File: src/rtl/byte_serial_mem_port_if.sv
// Request/memory bundle for the byte-serial memory port.
// master: datapath plus memory side; slave: the port itself.
interface byte_serial_mem_port_if #(
    parameter int DATA_W = 32,
    parameter int ADDR_W = 16
);
    localparam int CNT_W = $clog2(DATA_W / 8) + 1;

    logic              Start;
    logic              Write;
    logic              BigEnd;
    logic              SignExt;
    logic [CNT_W-1:0]  NumBytes;
    logic [ADDR_W-1:0] BaseAddr;
    logic [DATA_W-1:0] WData;
    logic [7:0]        MemOut;
    logic [ADDR_W-1:0] Mem_Address;
    logic [7:0]        Mem_Data;
    logic              Mem_CS;
    logic              Mem_WR;
    logic [DATA_W-1:0] RData;
    logic              Busy;
    logic              Done;

    modport master (
        output Start, Write, BigEnd, SignExt,
        output NumBytes, BaseAddr, WData, MemOut,
        input  Mem_Address, Mem_Data, Mem_CS, Mem_WR,
        input  RData, Busy, Done
    );

    modport slave (
        input  Start, Write, BigEnd, SignExt,
        input  NumBytes, BaseAddr, WData, MemOut,
        output Mem_Address, Mem_Data, Mem_CS, Mem_WR,
        output RData, Busy, Done
    );
endinterface

File: src/rtl/byte_serial_mem_port.sv
// Byte-serial load/store port between the register datapath
// and the 8-bit memory: one request moves 1..DATA_W/8 bytes.
module byte_serial_mem_port #(
    parameter int DATA_W = 32,
    parameter int ADDR_W = 16
) (
    input logic Clock,
    input logic Reset,
    byte_serial_mem_port_if.slave bus
);
    localparam int NB    = DATA_W / 8;
    localparam int CNT_W = $clog2(NB) + 1;
    localparam int IW    = $clog2(DATA_W);

    typedef enum logic [1:0] {IDLE, XFER, DONE} state_t;

    state_t            state_q;
    logic              write_q;
    logic              be_q;
    logic              sext_q;
    logic              done_q;
    logic [CNT_W-1:0]  n_q;
    logic [CNT_W-1:0]  i_q;
    logic [ADDR_W-1:0] addr_q;
    logic [DATA_W-1:0] wdata_q;
    logic [DATA_W-1:0] acc_q;
    logic [DATA_W-1:0] rdata_q;

    logic [CNT_W-1:0]  n_d;
    logic [CNT_W-1:0]  lane;
    logic [IW-1:0]     lane_b;
    logic [IW-1:0]     sidx;
    logic [DATA_W-1:0] acc_d;
    logic [DATA_W-1:0] rdata_d;
    logic              last;
    logic              sign;
    logic              xfer;

    always_comb begin
        n_d = bus.NumBytes;
        if (bus.NumBytes == '0 || bus.NumBytes > CNT_W'(NB))
            n_d = CNT_W'(NB);
        lane   = be_q ? (n_q - CNT_W'(1) - i_q) : i_q;
        lane_b = IW'(8 * int'(lane));
        last   = (i_q == n_q - CNT_W'(1));
        acc_d  = acc_q;
        acc_d[lane_b +: 8] = bus.MemOut;
        // Sign bit is the top bit of the highest transferred lane
        sidx    = IW'(8 * int'(n_q) - 1);
        sign    = sext_q & acc_d[sidx];
        rdata_d = '0;
        for (int b = 0; b < DATA_W; b++)
            rdata_d[b] = (b < 8 * int'(n_q)) ? acc_d[b] : sign;
    end

    always_ff @(posedge Clock) begin
        if (Reset) begin
            state_q <= IDLE;
            write_q <= 1'b0;
            be_q    <= 1'b0;
            sext_q  <= 1'b0;
            done_q  <= 1'b0;
            n_q     <= CNT_W'(NB);
            i_q     <= '0;
            addr_q  <= '0;
            wdata_q <= '0;
            acc_q   <= '0;
            rdata_q <= '0;
        end else begin
            unique case (state_q)
                IDLE: begin
                    if (bus.Start) begin
                        write_q <= bus.Write;
                        be_q    <= bus.BigEnd;
                        sext_q  <= bus.SignExt;
                        n_q     <= n_d;
                        i_q     <= '0;
                        addr_q  <= bus.BaseAddr;
                        wdata_q <= bus.WData;
                        acc_q   <= '0;
                        state_q <= XFER;
                    end
                end
                XFER: begin
                    if (!write_q) acc_q <= acc_d;
                    if (last) begin
                        state_q <= DONE;
                        done_q  <= 1'b1;
                        if (!write_q) rdata_q <= rdata_d;
                    end else begin
                        i_q    <= i_q + CNT_W'(1);
                        addr_q <= addr_q + ADDR_W'(1);
                    end
                end
                DONE: begin
                    done_q  <= 1'b0;
                    state_q <= IDLE;
                end
                default: state_q <= IDLE;
            endcase
        end
    end

    // Reset kills the strobe at once so an aborted store stops writing
    assign xfer            = (state_q == XFER) && !Reset;
    assign bus.Mem_CS      = xfer;
    assign bus.Mem_WR      = xfer & write_q;
    assign bus.Mem_Data    = xfer ? wdata_q[lane_b +: 8] : 8'h00;
    assign bus.Mem_Address = addr_q;
    assign bus.RData       = rdata_q;
    assign bus.Busy        = (state_q != IDLE);
    assign bus.Done        = done_q;
endmodule

File: src/flat_wrapper.sv
// flat-port wrapper written by rule: the top's interface ports become plain ports
module byte_serial_mem_port_flat 
#(
    parameter int DATA_W = 32,
    parameter int ADDR_W = 16
)
  (Clock, Reset, bus_Start, bus_Write, bus_BigEnd, bus_SignExt, bus_NumBytes, bus_BaseAddr, bus_WData, bus_MemOut, bus_Mem_Address, bus_Mem_Data, bus_Mem_CS, bus_Mem_WR, bus_RData, bus_Busy, bus_Done);
  byte_serial_mem_port_if #(.DATA_W(DATA_W), .ADDR_W(ADDR_W)) bus_i ();
  input logic Clock;
  input logic Reset;
  input wire logic [$bits(bus_i.Start)-1:0] bus_Start;
  input wire logic [$bits(bus_i.Write)-1:0] bus_Write;
  input wire logic [$bits(bus_i.BigEnd)-1:0] bus_BigEnd;
  input wire logic [$bits(bus_i.SignExt)-1:0] bus_SignExt;
  input wire logic [$bits(bus_i.NumBytes)-1:0] bus_NumBytes;
  input wire logic [$bits(bus_i.BaseAddr)-1:0] bus_BaseAddr;
  input wire logic [$bits(bus_i.WData)-1:0] bus_WData;
  input wire logic [$bits(bus_i.MemOut)-1:0] bus_MemOut;
  output wire logic [$bits(bus_i.Mem_Address)-1:0] bus_Mem_Address;
  output wire logic [$bits(bus_i.Mem_Data)-1:0] bus_Mem_Data;
  output wire logic [$bits(bus_i.Mem_CS)-1:0] bus_Mem_CS;
  output wire logic [$bits(bus_i.Mem_WR)-1:0] bus_Mem_WR;
  output wire logic [$bits(bus_i.RData)-1:0] bus_RData;
  output wire logic [$bits(bus_i.Busy)-1:0] bus_Busy;
  output wire logic [$bits(bus_i.Done)-1:0] bus_Done;
  assign bus_i.Start = bus_Start;
  assign bus_i.Write = bus_Write;
  assign bus_i.BigEnd = bus_BigEnd;
  assign bus_i.SignExt = bus_SignExt;
  assign bus_i.NumBytes = bus_NumBytes;
  assign bus_i.BaseAddr = bus_BaseAddr;
  assign bus_i.WData = bus_WData;
  assign bus_i.MemOut = bus_MemOut;
  assign bus_Mem_Address = bus_i.Mem_Address;
  assign bus_Mem_Data = bus_i.Mem_Data;
  assign bus_Mem_CS = bus_i.Mem_CS;
  assign bus_Mem_WR = bus_i.Mem_WR;
  assign bus_RData = bus_i.RData;
  assign bus_Busy = bus_i.Busy;
  assign bus_Done = bus_i.Done;
  byte_serial_mem_port #(.DATA_W(DATA_W), .ADDR_W(ADDR_W)) u_core (.Clock(Clock), .Reset(Reset), .bus(bus_i));
endmodule
File: config.mk
export PLATFORM = sky130hd
export DESIGN_NAME = byte_serial_mem_port_flat
export DESIGN_NICKNAME = d
export VERILOG_FILES = /design/src/rtl/byte_serial_mem_port_if.sv /design/src/rtl/byte_serial_mem_port.sv /design/src/flat_wrapper.sv
export SDC_FILE = /design/constraint.sdc
export NUM_CORES = 1
export LEC_CHECK = 0
export CORE_MARGIN = 5
export CORE_UTILIZATION = 42
export CTS_CLUSTER_SIZE = 24
export DETAILED_ROUTE_END_ITERATION = 8
export GPL_ROUTABILITY_DRIVEN = 0
export PLACE_DENSITY = 0.76
export SYNTH_ARGS = -nofsm -noshare
export SYNTH_HDL_FRONTEND = slang
export SYNTH_SLANG_ARGS = --single-unit
File: constraint.sdc
create_clock -name Clock -period 4.55 [get_ports Clock]
set_clock_uncertainty 0.15 [all_clocks]
set_input_delay 0.91 -clock Clock [delete_from_list [all_inputs] [get_ports Clock]]
set_output_delay 0.91 -clock Clock [all_outputs]
set_load 0.005 [all_outputs]
==> out/summary.log <==
qor: status.status finished clean
qor: clock_network.clock-sinks 124
qor: synth.yosys.cell_types.count 68
qor: synth.main_flop_type_after_synthesis sky130_fd_sc_hd__dfxtp_1
qor: clock_network.cts.reportedPaths.clkPinSlew 50 ps
qor: synth.synth.avg_cell_area 8.568 um2
qor: synth.synthTopCellsByArea sky130_fd_sc_hd__dfxtp_1 (42%), sky130_fd_sc_hd__a22oi_1 (6.9%), sky130_fd_sc_hd__nand2_1 (6.7%)
qor: global_route.grt_max_degree 108
qor: synth.count_of_state_elements_after_synthesis 124
qor: sta.setup-violations-final 0
qor: power_and_ir_drop.power_frac_clock 46.6%
qor: clock_network.post_cts_hold_buffer_count 0
qor: clock_network.cts_inserted_buffers 17
qor: place.pre_cts_slack 770.3 ps
qor: sta.final_hold_viol_count 0
qor: die.placeableCoreArea 13770 um2
qor: sta.setup_slack 281.8 ps
qor: power_and_ir_drop.power.share.sequential 39.1%
qor: sta.timing.final.max_slew_violations 0
qor: worst_setup_path.crit_required 3490 ps
qor: clock_network.cts_max_path_buffers 2
qor: power_and_ir_drop.p_switching 0.7480 mW
qor: global_route.grt_overflow 0
qor: synth.synth.yosys.seq_area_share 42.42%
qor: worst_setup_path.worst-path-max-fanout 17
qor: global_route.grt_pass1_vias 5038
qor: worst_setup_path.worst_setup_path_start_kind register
qor: clock_network.post_cts_buffers 0
qor: synth.synth.top_cell.area_share 42.42%
qor: synth.netlist_instances 683
qor: die.floorplan.io_pins 125
qor: place.dp_hpwl 10710 um
qor: sta.timing.slew.headroom 28.22%
qor: sta.rsz_0062_raised_after_global_routing false
qor: clock_network.cts_tree built
qor: global_route.initial_antenna_violation_count 0
qor: run.max_cap_viol_count 0
qor: detailed_routing.detail-route-antenna-nets 0
qor: clock_network.htree_num_levels 4
qor: synth.synth_area_leader_cell sky130_fd_sc_hd__dfxtp_1
qor: cells_and_area.n_fill_cell 1290
qor: cells_and_area.nets 863
qor: global_route.global_router_s_overall_resource_usage 19.31%
qor: synth.synth_nets 758
qor: synth.post_synth_most_frequent_cells sky130_fd_sc_hd__dfxtp_1 (124), sky130_fd_sc_hd__nand2_1 (105), sky130_fd_sc_hd__nor2_1 (86)
qor: cells_and_area.drive_gt1_share 7.500%
qor: sta.timing_worst_slew_pin_value 1077 ps
qor: synth.post-synth-top-count-cell sky130_fd_sc_hd__dfxtp_1
qor: detailed_routing.dr_total_vias 5462
qor: power_and_ir_drop.p_comb_share 14.3%
qor: power_and_ir_drop.ir_worst_vdd 0.2595 mV
qor: sta.clock.fmax 0.2343 GHz
qor: clock_network.ctsResizeCount 0
qor: clock_network.worstSkewPairLatency 410 ps
qor: min_path.hold_path.class register to register
qor: die.row_count 43
qor: power_and_ir_drop.power.switching_fraction 24.88%
qor: power_and_ir_drop.p_int 2.258 mW
qor: min_path.number_of_cells_traversed_by_the_worst_hold_path 2
qor: die.die_area 16390 um2
qor: sta.finalCriticalPeriod 4268 ps
qor: worst_setup_path.crit_path_dat 3210 ps
qor: die.initial_utilization 42.49%
qor: global_route.wire_length_of_the_first_global_routing_pass 25490 um
qor: place.buffer_ports.inserted 124
qor: cells_and_area.diodes 0
qor: synth.async_flop_share 0%
qor: die.fp.dieW 128.0 um
qor: detailed_routing.vias_per_cell 5.573
qor: cells_and_area.area_growth_syn_to_layout 32.61%
qor: detailed_routing.drcViolationCount 0
qor: synth.post_synthesis_instance_area 5852 um2
qor: detailed_routing.detail_route.wirelength 16160 um
qor: sta.share_of_the_cycle_needed_by_the_critical_path_after_routing 93.81%
qor: detailed_routing.drt-wirelength-per-cell 16.49 um
qor: die.dieHeight 128.0 um
qor: worst_setup_path.depth_of_the_worst_register_to_register_path 12
qor: power_and_ir_drop.pwr_density_cell 387.4 nW/um2
qor: sta.finalSetupTns 0 ps
qor: synth.yosysWarningCount 0
qor: worst_setup_path.path_class register to output port
qor: power_and_ir_drop.total_leakage_power 2.722 nW
qor: synth.synth_enable_flop_cells 0
qor: detailed_routing.drt_iter0_drc 473
qor: clock_network.ctsRootBufferMaster sky130_fd_sc_hd__clkbuf_16
qor: worst_setup_path.cp-end-kind output port
qor: detailed_routing.first_pass_iters 5
[metal layers]
metal | part of all wire, % | track usage, % | vias up
met4 | 2.0 | 7.990 | 0
met1 | 43 | 24.73 | 2561
met5 | 0 | 0 | -
met2 | 49 | 31.39 | 172
met3 | 5.8 | 4.417 | 25
li1 | - | - | 2704
[power groups by stage]
stage,clock network [mW],registers (mW),logic (mW)
after CTS,1.41,1.17,0.430
after global routing,1.47,1.18,0.466
after detailed placement,0,1.20,0.426
after floorplan,0,1.18,0.271
final,1.40,1.17,0.430
after global placement,0,1.20,0.422
[critical path: stages, from the launching register on]
cell,delay [ps]
sky130_fd_sc_hd__dfxtp_1,540
sky130_fd_sc_hd__inv_1,150
sky130_fd_sc_hd__ha_1,380
sky130_fd_sc_hd__xnor2_1,180
sky130_fd_sc_hd__nand2_1,100
sky130_fd_sc_hd__xor2_2,230
sky130_fd_sc_hd__buf_4,340
sky130_fd_sc_hd__mux2i_1,140
sky130_fd_sc_hd__o22ai_1,200
sky130_fd_sc_hd__clkdlybuf4s50_1,530
[layout make-up]
type,instances,area [um2],area share [%]
Multi-Input combinational cell,506,3120,40.21
Sequential cell,124,2482,31.99
Timing Repair Buffer,131,1291,16.64
Clock buffer,23,467.9,6.030
Tap cell,180,225.2,2.902
Clock inverter,8,140.1,1.806
Inverter,8,32.53,0.4192
[cell usage in the layout (no fill, tap or decap), drive strengths merged, types with 8 or more instances in the layout]
master,instances
dfxtp,124
clkdlybuf4s50,123
nand2,105
nor2,88
a21oi,64
a22oi,54
a311oi,33
clkbuf,23
mux2i,17
nand2b,13
o22ai,11
nand3,11
o21ai,11
ha,10
a22o,8
buf,8
[logic make-up (layout without fill, tap and decap cells)]
| group | after synthesis | count (layout) | share of synthesized area, % |
|---|---|---|---|
| AOI/OAI and AO/OA | 210 | 210 | 25.34 |
| buffers and inverters | 53 | 170 | 4.276 |
| xor gates and xnor gates | 6 | 6 | 1.283 |
| DFF | 124 | 124 | 42.42 |
| and+or+nand+nor | 263 | 263 | 21.64 |
| muxes | 17 | 17 | 2.908 |
| adders and majority gates | 10 | 10 | 2.138 |
[registers in the layout, indices dropped and copies added, names as in the netlist, 2 cells and up]
name / cells
u_core.acc_q: 32
u_core.bus.Mem_Address: 16
u_core.bus.RData: 32
u_core.i_q: 3
u_core.n_q: 3
u_core.state_q: 2
u_core.wdata_q: 32
[path summary, 6_finish.rpt]
kind                startpoint                    to  slack (ps)
max              u_core.n_q[0]       bus_Mem_Data[6]         280
min          u_core.wdata_q[5]     u_core.wdata_q[5]         300
max reg2reg      u_core.n_q[0]  u_core.bus.RData[30]         700
min reg2reg  u_core.wdata_q[5]     u_core.wdata_q[5]         300
[metrics by stage]
| stage | util, % | hold slack [ps] | power, mW | instance area, um2 | instances |
|---|---|---|---|---|---|
| 2_1_floorplan | - | 285.7 | 1.455 | 5852 | 683 |
| 3_3_place_gp | 51.93 | 292.9 | 1.618 | 7152 | 949 |
| 3_5_place_dp | 51.93 | 297.6 | 1.622 | 7152 | 949 |
| 4_1_cts | 56.34 | 304.8 | 3.017 | 7760 | 980 |
| 5_1_grt | 56.34 | 320.3 | 3.117 | 7760 | 980 |
| 6_report | 56.34 | 304.1 | 3.006 | 7760 | 980 |
Note: power is estimated with default switching activity, not from simulation.
